===== src/rtl/trng_collector.sv =====
// trng_collector: gathers bits from an external entropy source into words.
// Each bit is requested with a trng_req pulse, given time to settle, then
// sampled through a two-flop synchronizer. A repetition-count health test
// watches the sampled stream and stops collection on a stuck source.
module trng_collector #(
  parameter int WORD_BITS     = 32,
  parameter int SETTLE_CYCLES = 4,
  parameter int REP_LIMIT     = 32
) (
  input  logic                 clk,
  input  logic                 resetn,
  input  logic                 trng_bit,
  output logic                 trng_req,
  output logic [WORD_BITS-1:0] word_data,
  output logic                 word_valid,
  input  logic                 word_ready,
  output logic                 health_fail,
  input  logic                 health_clr
);

  localparam int               BCW         = $clog2(WORD_BITS + 1);
  localparam logic [7:0]       SETTLE_LAST = 8'(SETTLE_CYCLES - 1);
  localparam logic [7:0]       REP_MAX     = 8'(REP_LIMIT);
  localparam logic [BCW-1:0]   BIT_LAST    = BCW'(WORD_BITS - 1);

  typedef enum logic [1:0] {
    IDLE   = 2'd0,
    REQ    = 2'd1,
    SAMPLE = 2'd2,
    FULL   = 2'd3
  } state_t;

  state_t           state;
  state_t           state_next;
  logic             sync_p0;
  logic             sbit;
  logic [7:0]       settle_cnt;
  logic [BCW-1:0]   bit_cnt;
  logic [7:0]       run_cnt;
  logic             prev_bit;
  logic             sample_en;
  logic             settle_done;
  logic             word_done;
  logic             trip;
  logic             clr_fail;
  logic [7:0]       run_next;

  // Repetition count update: a zero count means no sample has been seen
  // since reset or clear, so the next sample starts a fresh run of one.
  // The count saturates at the trip threshold.
  function automatic logic [7:0] run_update(input logic [7:0] run,
                                            input logic       same);
    logic [7:0] res;
    if (run == 8'd0 || !same) begin
      res = 8'd1;
    end else if (run >= REP_MAX) begin
      res = REP_MAX;
    end else begin
      res = run + 8'd1;
    end
    return res;
  endfunction

  // Decode the per-cycle events shared by the state and datapath logic.
  always_comb begin
    sample_en   = (state == SAMPLE);
    settle_done = (state == REQ) && (settle_cnt == SETTLE_LAST);
    word_done   = sample_en && (bit_cnt == BIT_LAST);
    run_next    = run_update(run_cnt, sbit == prev_bit);
    // A clear in the same cycle as the detection wins, so no trip then.
    trip        = sample_en && (run_next == REP_MAX) && !health_clr;
    clr_fail    = health_clr && health_fail;
  end

  // Two-flop synchronizer for the asynchronous entropy bit.
  always_ff @(posedge clk or negedge resetn) begin
    if (!resetn) begin
      sync_p0 <= 1'b0;
      sbit    <= 1'b0;
    end else begin
      sync_p0 <= trng_bit;
      sbit    <= sync_p0;
    end
  end

  // State register.
  always_ff @(posedge clk or negedge resetn) begin
    if (!resetn) begin
      state <= IDLE;
    end else begin
      state <= state_next;
    end
  end

  // Next-state logic; a health trip takes priority over word completion
  // so a word whose last bit trips the test is never presented.
  always_comb begin
    state_next = state;
    case (state)
      IDLE:    if (!health_fail) state_next = REQ;
      REQ:     if (settle_done) state_next = SAMPLE;
      SAMPLE: begin
        if (trip) begin
          state_next = IDLE;
        end else if (word_done) begin
          state_next = FULL;
        end else begin
          state_next = REQ;
        end
      end
      FULL:    if (word_ready) state_next = IDLE;
      default: state_next = IDLE;
    endcase
    if (clr_fail) begin
      state_next = IDLE;
    end
  end

  // Outputs decoded directly from the registered state.
  always_comb begin
    trng_req   = (state == REQ);
    word_valid = (state == FULL);
  end

  // Settle counter: counts the cycles trng_req has been high for this bit.
  always_ff @(posedge clk or negedge resetn) begin
    if (!resetn) begin
      settle_cnt <= 8'd0;
    end else if ((state == REQ) && !settle_done) begin
      settle_cnt <= settle_cnt + 8'd1;
    end else begin
      settle_cnt <= 8'd0;
    end
  end

  // Word assembly: shift sampled bits in at the LSB; drop a partial word on
  // a health trip or a failure clear, restart the count after a handshake.
  always_ff @(posedge clk or negedge resetn) begin
    if (!resetn) begin
      bit_cnt   <= '0;
      word_data <= '0;
    end else if (trip || clr_fail) begin
      bit_cnt   <= '0;
      word_data <= '0;
    end else if (sample_en) begin
      bit_cnt   <= bit_cnt + BCW'(1);
      word_data <= {word_data[WORD_BITS-2:0], sbit};
    end else if ((state == FULL) && word_ready) begin
      bit_cnt   <= '0;
    end
  end

  // Repetition-count health test with a sticky failure flag.
  always_ff @(posedge clk or negedge resetn) begin
    if (!resetn) begin
      run_cnt     <= 8'd0;
      prev_bit    <= 1'b0;
      health_fail <= 1'b0;
    end else if (health_clr) begin
      run_cnt     <= 8'd0;
      health_fail <= 1'b0;
    end else begin
      if (sample_en) begin
        run_cnt  <= run_next;
        prev_bit <= sbit;
      end
      if (trip) begin
        health_fail <= 1'b1;
      end
    end
  end

endmodule


===== config.mk =====
export PLATFORM = sky130hd
export DESIGN_NAME = trng_collector
export DESIGN_NICKNAME = d
export VERILOG_FILES = /design/src/rtl/trng_collector.sv
export SDC_FILE = /design/constraint.sdc
export NUM_CORES = 1
export LEC_CHECK = 0
export CAP_MARGIN = 30
export CORE_ASPECT_RATIO = 1.1
export CORE_MARGIN = 1.5
export CORE_UTILIZATION = 45
export CTS_CLUSTER_SIZE = 24
export DETAILED_ROUTE_END_ITERATION = 12
export HOLD_SLACK_MARGIN = 0.06
export PLACE_DENSITY = 0.8
export SLEW_MARGIN = 20
export SYNTH_ARGS = -nofsm -noshare
export SYNTH_HDL_FRONTEND = slang
export SYNTH_SLANG_ARGS = --single-unit

===== constraint.sdc =====
create_clock -name clk -period 5.5 [get_ports clk]
set_input_delay 1.1 -clock clk [delete_from_list [all_inputs] [get_ports clk]]
set_output_delay 1.1 -clock clk [all_outputs]
set_load 0.01 [all_outputs]

==> results.sh <==
export IMPL_status="finished clean"
export IMPL_grt_start_max_net_pins=61
export IMPL_p_leak_nw=1.503
export IMPL_core_um2=5733
export IMPL_synth_seq_cells=60
export IMPL_fin_crit_ps=3008
export IMPL_worst_path_largest_cell_delay_ps=710
export IMPL_avgSynthCellArea_um2=11.79
export IMPL_dieArea_um2=6367
export IMPL_fin_nets=276
export IMPL_start_util_pct=46.29
export IMPL_htreeDepth=3
export IMPL_overflow=0
export IMPL_synth_nets=234
export IMPL_cts_buffer_depth=2
export IMPL_ys_warnings_count=0
export IMPL_path_clk_slew_ps=60
export IMPL_antenna_left=0
export IMPL_nFillCells=503
export IMPL_yosys_top_cells_area="dfrtp_1 (57%), a22o_1 (11%), nor2_1 (2.4%)"
export IMPL_cts_tree="done"
export IMPL_grt_pass1_wl_um=8569
export IMPL_synth_common_cells="dfrtp_1 (60), a22o_1 (33), nor2_1 (17)"
export IMPL_p_total_mw=1.215
export IMPL_p_per_area_nw_per_um2=369.3
export IMPL_drive_gt1_share_pct=10.29
export IMPL_fmax_mhz=332.5
export IMPL_path_cells="clkdlybuf4s50_1, inv_1, a211oi_2, or2_1, buf_8, a22o_1"
export IMPL_synthArstFlopShare_pct=100.0
export IMPL_areaGrowthSynthToFinish_pct=23.95
export IMPL_seqCellArea_um2=1501
export IMPL_setup_viol=0
export IMPL_endpoint_kind="register"
export IMPL_slew_headroom_pct=48.61
export IMPL_critPathLaunchType="input port"
export IMPL_io_pins=40
export IMPL_cts_root_buf="clkbuf_8"
export IMPL_crit_fanout=19
export IMPL_clkSinkCount=60
export IMPL_setup_tns_ps=0
export IMPL_grtUsageTotal_pct=16.93
export IMPL_drt_iter0_drc=90
export IMPL_synth_area_leader_cell="dfrtp_1"
export IMPL_cts_buffers=9
export IMPL_die_w_um=76.22
export IMPL_reg2reg_from="run_cnt[0]$_DFFE_PN0P_"
export IMPL_grt_pass1_vias=1826
export IMPL_ys_flop_type="dfrtp_1"
export IMPL_post_cts_buffers=0
export IMPL_worstMarginPinSlew_ps=770.1
export IMPL_skew_ps=4.355
export IMPL_synthCells=225
export IMPL_yosysUniqueCellTypes=45
export IMPL_synth_cell_area_um2=2654
export IMPL_rsz0062_at_grt="false"
export IMPL_worst_path_max_delay_cell="clkdlybuf4s50_1"
export IMPL_critPathKind="in2reg"
export IMPL_post_route_period_util_pct=54.69
export IMPL_gp_congestion=0.8209
export IMPL_synth_edff_count=0
export IMPL_min_from="sync_p0$_DFF_PN0_"
export IMPL_remaining_drc_errors=0
export IMPL_via_per_inst=5.421
export IMPL_ir_drop_mv=0.1738
export IMPL_multi_input_area_um2=1037
export IMPL_vias=1892
export IMPL_synth_top_area_share_pct=56.58
export IMPL_die_y_um=83.54
export IMPL_row_count=29
export IMPL_antenna_found_initial=0
export IMPL_diodes=0
export IMPL_cts_resized=0
export IMPL_critical_path_arrival_ps=3270
export IMPL_drt_pre_antenna_iters=5
export IMPL_dp_final_hpwl_um=3255
export IMPL_startpoint="health_clr"
export IMPL_wl_per_cell_um=14.37
export IMPL_ys_seq_area_share_pct=56.58
export IMPL_insertion_delay_ps=330
export IMPL_port_buffers=39
export IMPL_hold_buffers=0
export IMPL_hold_viol=0
export IMPL_drv_slew=0
export IMPL_crit_required_ps=5760
export IMPL_synth_most_common_cell="dfrtp_1"
export IMPL_maxCapViolCount=0
export IMPL_wl_um=5014
export IMPL_hp_class="reg2reg"
[routing by layer]
| layer | up-vias | global-route usage, % | share of wire [%] |
|---|---|---|---|
| met1 | 929 | 23.91 | 49 |
| met4 | 0 | 9.428 | 2.3 |
| met5 | - | 0 | 0 |
| met2 | 50 | 23.94 | 45 |
| met3 | 11 | 3.934 | 4.5 |
| li1 | 902 | - | - |
[kinds of logic after synthesis]
logic type | after synthesis | synth area share, %
XOR/XNOR | 8 | 2.640
AO/OA/AOI/OAI | 60 | 18.48
buffers and inverters | 16 | 4.431
AND/OR/NAND/NOR | 74 | 14.76
adder cells (fa/ha/maj) | 4 | 1.886
flip-flops | 60 | 56.58
multiplexers | 3 | 1.226
[state kept, by name (all words and copies together), names as in the netlist]
| signal | cells |
|---|---|
| word_data | 32 |
| sync_p0 | 1 |
| health_fail | 1 |
| prev_bit | 1 |
| bit_cnt | 6 |
| sbit | 1 |
| settle_cnt | 8 |
| state | 2 |
| run_cnt | 8 |
[worst paths after layout]
path | end | slack, ps | cells past startpoint
worst max-delay path | word_data[22]$_DFFE_PN0P_ | 2490 | 6
worst min-delay path | sbit$_DFF_PN0_ | 350 | 0
worst max register to register | bit_cnt[0]$_DFFE_PN0P_ | 3100 | 7
worst min register to register | sbit$_DFF_PN0_ | 350 | 0
max in group asynchronous | word_data[31]$_DFFE_PN0P_ | 4090 | 2
min in group asynchronous | word_data[27]$_DFFE_PN0P_ | 910 | 2
[through the flow]
step	worst slack (ps)	cells	hold slack, ps	util [%]	cell area [um^2]
global placement	1928	331	334.7	53.14	3047
CTS	2498	349	354.5	57.38	3289
finish	2492	349	350.0	57.38	3289
global route	2341	349	369.3	57.38	3289
floorplan	3143	225	331.2	-	2654
detailed placement	2165	333	336.5	53.60	3073
[placed cells by master (no fill, tap or decap), types with 6 or more instances in the layout]
master,Yosys,final
a22o_1,33,33
clkbuf_8,0,10
clkdlybuf4s50_1,0,38
dfrtp_1,60,60
nand2_1,16,16
nand3_1,10,10
nor2_1,17,16
o21ai_0,6,6
xor2_1,6,6
[critical path, delay by kind of cell]
family / cells / cell delay, ps
AOI/OAI and AO/OA: 2 / 490
and+or+nand+nor: 1 / 530
buffers and inverters: 3 / 1140
[power by group]
part	switching, mW	total, mW	internal, mW	leakage (nW)
combinational	0.124	0.246	0.122	0.570
sequential	0.0542	0.541	0.487	0.820
clock	0.163	0.428	0.265	0.113
[final cells by class]
type / instances / share of cell area [%]
Clock buffer: 11 / 4.298
Clock inverter: 5 / 2.282
Inverter: 5 / 0.5706
Multi-Input combinational cell: 149 / 31.53
Sequential cell: 60 / 45.64
Tap cell: 77 / 2.929
Timing Repair Buffer: 42 / 12.74
Note: power is estimated with default switching activity, not from simulation.
